`src/rtl/decoder_frame_sched.sv`:
```
// -----------------------------------------------------------------------------
// decoder_frame_sched
//
// Buffers complete coded frames from the host in a small FIFO. Each frame is
// replayed to the turbo decoder as BEATS consecutive beats with start held
// high. The block then waits for the decoder's done under a timeout and
// presents the decoded result (or a timeout marker) on a valid/ready port.
//
// Ports
//   clk_p_i, reset_n_i          clock (rising edge), async active-low reset
//   frm_valid_i/frm_data_i      host frame in; beat k = bits [(k+1)*BEAT_W-1 -: BEAT_W]
//   frm_ready_o                 FIFO has room (decoded from the count register)
//   dec_start_o/dec_data_o      beat stream to the decoder (registered)
//   dec_done_i/dec_data_i       decoder completion and decoded value
//   res_valid_o/res_data_o      result out; res_data_o is 0 on timeout
//   res_timeout_o               result is a timeout marker
//   res_ready_i                 result consumer ready
//   busy_o                      scheduler is not idle
//   frm_count_o                 frames currently held in the FIFO
// -----------------------------------------------------------------------------
module decoder_frame_sched #(
    parameter int FRAME_DEPTH = 4,
    parameter int BEATS       = 4,
    parameter int BEAT_W      = 21,
    parameter int OUT_W       = 5,
    parameter int TIMEOUT     = 1023
) (
    input  logic                          clk_p_i,
    input  logic                          reset_n_i,
    input  logic                          frm_valid_i,
    input  logic [BEATS*BEAT_W-1:0]       frm_data_i,
    output logic                          frm_ready_o,
    output logic                          dec_start_o,
    output logic [BEAT_W-1:0]             dec_data_o,
    input  logic                          dec_done_i,
    input  logic [OUT_W-1:0]              dec_data_i,
    output logic                          res_valid_o,
    output logic [OUT_W-1:0]              res_data_o,
    output logic                          res_timeout_o,
    input  logic                          res_ready_i,
    output logic                          busy_o,
    output logic [$clog2(FRAME_DEPTH):0]  frm_count_o
);

    localparam int PTR_W   = $clog2(FRAME_DEPTH);
    localparam int CNT_W   = PTR_W + 1;
    localparam int BEAT_CW = (BEATS > 1) ? $clog2(BEATS) : 1;
    localparam int TMO_W   = $clog2(TIMEOUT + 1);
    localparam int FRAME_W = BEATS * BEAT_W;

    typedef enum logic [1:0] {
        ST_IDLE,
        ST_LOAD,
        ST_WAIT,
        ST_HOLD
    } state_e;

    state_e               state_q, state_d;
    logic [BEAT_CW-1:0]   beat_q, beat_d;
    logic [TMO_W-1:0]     tmo_q, tmo_d;
    logic [PTR_W-1:0]     wr_ptr_q, rd_ptr_q;
    logic [CNT_W-1:0]     count_q, count_d;
    logic                 dec_start_q, dec_start_d;
    logic [BEAT_W-1:0]    dec_data_q, dec_data_d;
    logic                 res_valid_q, res_valid_d;
    logic [OUT_W-1:0]     res_data_q, res_data_d;
    logic                 res_timeout_q, res_timeout_d;

    logic [FRAME_W-1:0]   mem_q [FRAME_DEPTH];
    logic [FRAME_W-1:0]   head_frame;
    logic [BEAT_W-1:0]    head_beats [BEATS];
    logic                 push, pop, load_beat;

    assign frm_ready_o = (count_q != CNT_W'(FRAME_DEPTH));
    assign push        = frm_valid_i & frm_ready_o;

    // With an empty FIFO the only way to enter LOAD is a HOLD handshake that
    // coincides with a push; the frame is not in the array yet, so bypass it.
    assign head_frame = (count_q == '0) ? frm_data_i : mem_q[rd_ptr_q];

    for (genvar k = 0; k < BEATS; k++) begin : g_beat
        assign head_beats[k] = head_frame[k*BEAT_W +: BEAT_W];
    end

    // NOTE: every signal assigned here gets a default first, so no path can
    // leave one unassigned and infer a latch.
    always_comb begin
        state_d       = state_q;
        beat_d        = beat_q;
        tmo_d         = tmo_q;
        res_valid_d   = res_valid_q;
        res_data_d    = res_data_q;
        res_timeout_d = res_timeout_q;
        pop           = 1'b0;
        load_beat     = 1'b0;
        dec_start_d   = 1'b0;
        dec_data_d    = '0;

        unique case (state_q)
            ST_IDLE: begin
                if (count_q != '0) begin
                    state_d   = ST_LOAD;
                    beat_d    = '0;
                    load_beat = 1'b1;
                end
            end
            ST_LOAD: begin
                if (beat_q == BEAT_CW'(BEATS - 1)) begin
                    pop     = 1'b1;
                    state_d = ST_WAIT;
                    tmo_d   = '0;
                end else begin
                    beat_d    = beat_q + BEAT_CW'(1);
                    load_beat = 1'b1;
                end
            end
            ST_WAIT: begin
                tmo_d = tmo_q + TMO_W'(1);
                // done is checked first so it wins over a coincident timeout
                if (dec_done_i) begin
                    res_valid_d   = 1'b1;
                    res_data_d    = dec_data_i;
                    res_timeout_d = 1'b0;
                    state_d       = ST_HOLD;
                end else if (tmo_q == TMO_W'(TIMEOUT - 1)) begin
                    res_valid_d   = 1'b1;
                    res_data_d    = '0;
                    res_timeout_d = 1'b1;
                    state_d       = ST_HOLD;
                end
            end
            ST_HOLD: begin
                if (res_ready_i) begin
                    res_valid_d = 1'b0;
                    if ((count_q != '0) || push) begin
                        state_d   = ST_LOAD;
                        beat_d    = '0;
                        load_beat = 1'b1;
                    end else begin
                        state_d = ST_IDLE;
                    end
                end
            end
            default: state_d = ST_IDLE;
        endcase

        // Beat outputs are registered, so they are computed from the beat
        // index the LOAD state will hold next cycle.
        if (load_beat) begin
            dec_start_d = 1'b1;
            dec_data_d  = head_beats[beat_d];
        end
    end

    always_comb begin
        count_d = count_q;
        unique case ({push, pop})
            2'b10:   count_d = count_q + CNT_W'(1);
            2'b01:   count_d = count_q - CNT_W'(1);
            default: count_d = count_q;
        endcase
    end

    // NOTE: state registers use non-blocking assignments so every flop in
    // this block samples the pre-edge values of the others.
    always_ff @(posedge clk_p_i or negedge reset_n_i) begin
        if (!reset_n_i) begin
            state_q       <= ST_IDLE;
            beat_q        <= '0;
            tmo_q         <= '0;
            wr_ptr_q      <= '0;
            rd_ptr_q      <= '0;
            count_q       <= '0;
            dec_start_q   <= 1'b0;
            dec_data_q    <= '0;
            res_valid_q   <= 1'b0;
            res_data_q    <= '0;
            res_timeout_q <= 1'b0;
        end else begin
            state_q       <= state_d;
            beat_q        <= beat_d;
            tmo_q         <= tmo_d;
            count_q       <= count_d;
            dec_start_q   <= dec_start_d;
            dec_data_q    <= dec_data_d;
            res_valid_q   <= res_valid_d;
            res_data_q    <= res_data_d;
            res_timeout_q <= res_timeout_d;
            if (push) wr_ptr_q <= wr_ptr_q + PTR_W'(1);
            if (pop)  rd_ptr_q <= rd_ptr_q + PTR_W'(1);
        end
    end

    // NOTE: the frame array has no reset; an entry is only read after it has
    // been written, because the count (which is reset) guards every read.
    always_ff @(posedge clk_p_i) begin
        if (push) mem_q[wr_ptr_q] <= frm_data_i;
    end

    assign dec_start_o   = dec_start_q;
    assign dec_data_o    = dec_data_q;
    assign res_valid_o   = res_valid_q;
    assign res_data_o    = res_data_q;
    assign res_timeout_o = res_timeout_q;
    assign frm_count_o   = count_q;
    assign busy_o        = (state_q != ST_IDLE);

endmodule
```
`config.mk`:
```
export PLATFORM = sky130hd
export DESIGN_NAME = decoder_frame_sched
export DESIGN_NICKNAME = d
export VERILOG_FILES = /design/src/rtl/decoder_frame_sched.sv
export SDC_FILE = /design/constraint.sdc
export NUM_CORES = 1
export LEC_CHECK = 0
export ABC_CLOCK_PERIOD_IN_PS = 3520
export CORE_ASPECT_RATIO = 0.75
export CORE_MARGIN = 4
export CORE_UTILIZATION = 52
export DETAILED_ROUTE_END_ITERATION = 6
export HOLD_SLACK_MARGIN = 0.12
export PLACE_DENSITY = 0.73
export SYNTH_ARGS = -nofsm -noshare
export SYNTH_HDL_FRONTEND = slang
export SYNTH_SLANG_ARGS = --single-unit
```
`constraint.sdc`:
```
create_clock -name clk_p_i -period 3.52 [get_ports clk_p_i]
set_clock_uncertainty 0.15 [all_clocks]
set_input_delay 0.704 -clock clk_p_i [delete_from_list [all_inputs] [get_ports clk_p_i]]
set_output_delay 0.704 -clock clk_p_i [all_outputs]
set_load 0.03 [all_outputs]
```
* Word level (Yosys, flattened, before mapping)
Memory sizes are Yosys's and may differ from the RTL's. Index checks and enable logic that the tools add are counted. W data, S select, Z words.
Operators by class: $add $sub $neg 6, multipliers 0, divide/modulo/power cells 0, magnitude comparators 1, equal/unequal tests 12, shift-type cells 0, multiplexer cells 37, bitwise operators 2, reductions and logical operators 13
Operators by type and width (count):
- $mux W84 | 1
- $mux W21 | 3
- $bmux W21 S2 | 1
- $pmux W10 S2 | 1
- $mux W2 | 9
- $mux W1 | 14
- $add A10 B1 Y10 const B | 1
- $eq A10 B10 Y1 const B | 1
- $mux W10 | 1
- $mux W5 | 2
- $reduce_bool A2 Y1 | 5
- $eq A2 B2 Y1 const B | 4
- $pmux W2 S4 | 1
- $add A2 B1 Y2 const B | 3
- $ne A2 B2 Y1 const B | 3
- $ne A3 B3 Y1 const B | 2
- $pmux W2 S3 | 1
- $pmux W3 S2 | 1
- $eq A2 B1 Y1 const B | 2
- $reduce_and A2 Y1 | 2
- $reduce_and A4 Y1 | 1
- $add A3 B1 Y3 const B | 1
- $ge A3 B3 Y1 const B | 1
- $logic_not A3 Y1 | 1
- other kinds (9) | 9
Word-level totals: bits in registers 50, latch bits 0, bits in writable memories 336, memory bits (read-only) 0, output and inout port bits 34, word-level logic and storage cells 83, memories kept 1
Memory list:
- mem_q | words 4, width 84, rd ports 1, clocked after memory_dff 0, wr ports 1, line 69 | logic [FRAME_W-1:0] mem_q [FRAME_DEPTH];

* Depth between registers and ports, before layout
word-level depth 11, depth in mapped cells 11, gate-level depth less buffers 10

* Worst setup path before layout
OpenSTA, ideal clock, no wires.
path type reg-to-reg, from register count_q[1], in the netlist frm_count_o[1], to memory mem_q[0][0] (netlist name), enable pin, setup time 452 ps, arrival time 3204 ps, data required time 2918 ps, setup slack -287 ps, cell stages (with the launch flop) 4, period minus slack after synthesis 3807 ps, cells stage by stage dfrtp_1 > inv_1 > nand3_1 > and3_1
On the way: cells in the longest elaborated chain, start to end 4
RTL lines:
- from (decl) | line 62 | logic [CNT_W-1:0] count_q, count_d;
- from (signal assigned) | line 183 | count_q <= count_d;
- $ne A3 B3 Y1 | line 74 | assign frm_ready_o = (count_q != CNT_W'(FRAME_DEPTH));
- named net frm_ready_o | line 32 | output logic frm_ready_o,
- $and A1 B1 Y1 | line 75 | assign push = frm_valid_i & frm_ready_o;
- $mux W1 | line 197 | if (push) mem_q[wr_ptr_q] <= frm_data_i;
- $mux W1 (implied by the code) | line 197
- to (decl) | line 69
The timed path passes the listed nets, and every way through them passes these cells.

* Worst setup path in the final report
from register count_q[0], in the netlist frm_count_o[0], to output port frm_ready_o
On the way: cells in the longest elaborated chain, start to end 1
RTL lines (line):
- $ne A3 B3 Y1 | 74
- to (decl) | 32
No other way between the ends.

==> out/qor.csv <==
metric;value;unit
Sw Pwr;5.39;mW
syn nets;944;
Hold/Removal Path Class;reg2reg;
CTS root buf;clkbuf_16;
Worst-Margin Slew;858;ps
synthesized area per cell;19.1;um^2
Synth Cell Area;0.0160;mm^2
sequential area share after synthesis;70.8;%
FF-to-FF path depth;9;
period utilization;88.6;%
R2R Setup Slk;740;ps
die area;0.0337;mm^2
initial antenna violation count;7;
Tmin final;3120;ps
commonest cells in the synthesized netlist;336 x edfxtp_1, 84 x mux4_2, 71 x nand2_1;
Via-to-Cell Ratio;5.90;
worst r2r dst;dec_data_o[0];
hold path start;res_data_o[4];
DP Wirelength;22000;um
Resized cells post-CTS;0;
final setup fails;0;
Syn. warnings;0;
count of cell types in the netlist;53;
Core ar.;0.0303;mm^2
number of synthesized flops with an enable pin;336;
hold path cells;1;
Starting Density;52.9;%
RR Startpoint;state_q[0];
Storage cell area;0.0113;mm^2
mean routed wirelength per cell;24.3;um
Worst EP required;2670;ps
Worst setup EP type;primary output;
logic gate share of total power;36.8;%
most numerous cell in the Yosys netlist;edfxtp_1;
Pint;11.2;mW
Max Cap Viol;0;
Hold Slack;350;ps
ANT nets after route;0;
Worst EP arrival;2260;ps
post-synth top area cell;edfxtp_1;
Remaining DRCs;0;
Port Buffers;127;
multi-input combinational cell area;0.00438;mm^2
Clock power frac;23.6;%
Leakage Power;6.52;nW
Final GP Congestion;0.794;
DR iter-0 viols;618;
largest net degree at the start of global routing;40;
RSZ-0062 raised after global routing;no;
end of the worst hold path;res_data_o[4];
Area contributors post-synth;edfxtp_1 63%, mux4_2 12%, dfrtp_1 7.8%;
CTS tree;built;
flop and latch count out of synthesis;386;
Primary FF master, synth;edfxtp_1;
Critical Path Source Type;flip-flop;
Fin. Hold Viols;0;
Vias;8388;
GR Util All Layers;20.8;%
sw frac;32.4;%
Final TNS setup;0;ps
Nets;1099;
area grow syn2layout;20.1;%
total CTS buffers;38;
Fill cells;2100;
Max Slew Vio Count;0;
vias in the first global route;8737;
Slew HR;42.5;%
sequential share of power;39.7;%
Die Ht;160;um
I/O pins;128;
DR pass1 iterations;5;
final WL;34600;um
CTS H-tree depth;2;
Yosys top cell area share;63.0;%
Die Wd;211;um
setup bufs post-CTS;0;
Fmax achieved;0.321;GHz
worst-skew pair later-pin latency;520;ps
CP max FO;9;
clock sinks;386;
Async S/R FF share, synth;13.0;%
status;completed;
VDD IR max;0.000437;V
first-pass GRT wire length;53700;um
total grt overflow;0;
CTS Buffer Depth;3;
Reg clk slew, reported paths;60;ps
layout cell share with drive strength beyond 1;23.0;%
Tot Pwr;16.6;mW
Core Rows;55;
Post-Synthesis Cells;838;
Worst Path Class, Setup;reg2out;
Pwr per Cell Area;863;mW/mm^2
[worst max-delay path: stages (launching register included)]
cell and delay (ps):
dfrtp_1 620, inv_1 150, nand3_1 250, clkdlybuf4s50_1 730
[cell type report]
class	count	share of cell area (%)
Antenna cell	2	0.0260
Tap cell	399	2.60
Clock inverter	14	0.813
Clock buffer	53	5.39
Sequential cell	386	59.0
Multi-Input combinational cell	390	22.8
Timing Repair Buffer	161	9.09
Inverter	16	0.312
[how the worst max path moves through the flow]
stage                    from       endpoint  slack, ps  depth (start not counted)
2_1_floorplan  frm_count_o[1]    mem_q[0][0]        650                          3
3_3_place_gp      frm_valid_i  dec_data_o[9]        450                          8
3_5_place_dp      frm_valid_i  dec_data_o[7]        370                          8
4_1_cts        frm_count_o[0]    frm_ready_o        400                          3
5_1_grt        frm_count_o[0]    frm_ready_o        270                          3
6_report       frm_count_o[0]    frm_ready_o        400                          3
[sequential cells by signal, summed over array words and instances (netlist names), 2 cells and up]
register and count:
rd_ptr_q 2, res_data_o 5, state_q 2, tmo_q 10
wr_ptr_q 2, dec_data_o 21, beat_q 2, frm_count_o 3
mem_q 336
[cell usage in the layout (no fill, tap or decap), types with 6 or more instances in the layout]
| cell type | Yosys | layout |
|---|---|---|
| nand2_1 | 71 | 70 |
| clkbuf_1 | 13 | 12 |
| clkdlybuf4s50_1 | 0 | 126 |
| o21ai_0 | 8 | 8 |
| dfrtp_1 | 50 | 48 |
| xnor2_1 | 6 | 6 |
| inv_1 | 16 | 16 |
| buf_4 | 7 | 15 |
| a21oi_1 | 25 | 25 |
| ha_1 | 11 | 11 |
| clkbuf_16 | 0 | 38 |
| clkinv_2 | 0 | 6 |
| buf_12 | 0 | 18 |
| nor2_1 | 16 | 16 |
| o221ai_2 | 19 | 18 |
| a31oi_2 | 10 | 10 |
| mux2i_1 | 22 | 22 |
| edfxtp_1 | 336 | 336 |
| nand3_1 | 7 | 7 |
| mux2_1 | 21 | 21 |
| a31oi_1 | 13 | 13 |
| xor2_1 | 6 | 6 |
| mux2_4 | 18 | 18 |
| mux4_2 | 84 | 84 |
[kinds of logic after synthesis]
kind of cell             share of synthesized area, %
XOR/XNOR                                        0.656
buffers and inverters                            2.13
AND/OR/NAND/NOR                                  3.38
adder cells (fa/ha/maj)                         0.984
flip-flops                                       70.8
multiplexers                                     16.6
AO/OA/AOI/OAI                                    5.41
[power groups by stage]
| stage | clock (mW) | combinational [mW] | sequential [mW] |
|---|---|---|---|
| global placement | 0 | 6.04 | 6.64 |
| global route | 4.21 | 6.56 | 6.68 |
| detailed placement | 0 | 6.15 | 6.68 |
| CTS | 3.99 | 6.18 | 6.60 |
| finish | 3.91 | 6.11 | 6.59 |
| floorplan | 0 | 4.15 | 6.70 |
[layer usage]
metal  routed length [um]  track usage [%]
met2                16000             31.7
met3                 2580             4.81
met5                   57                0
met1                15400             31.3
met4                  568             4.68
[per-stage QoR]
| step | cells | worst slack, ps | util, % | cell area [um^2] |
|---|---|---|---|---|
| after global routing | 1420 | 270 | 63.5 | 19200 |
| after detailed placement | 1351 | 374 | 59.5 | 18000 |
| after floorplan | 838 | 650 | - | 16000 |
| after CTS | 1419 | 403 | 63.5 | 19200 |
| final | 1421 | 403 | 63.5 | 19200 |
| after global placement | 1351 | 451 | 59.5 | 18000 |
[timing repair]
action | 4_1_cts | 5_1_grt
hold buffers | 1 | 0
endpoints found under the setup margin | 0 | 0
hold endpoints to repair | 19 | 0
No activity file was read; power rests on OpenSTA's default activity.
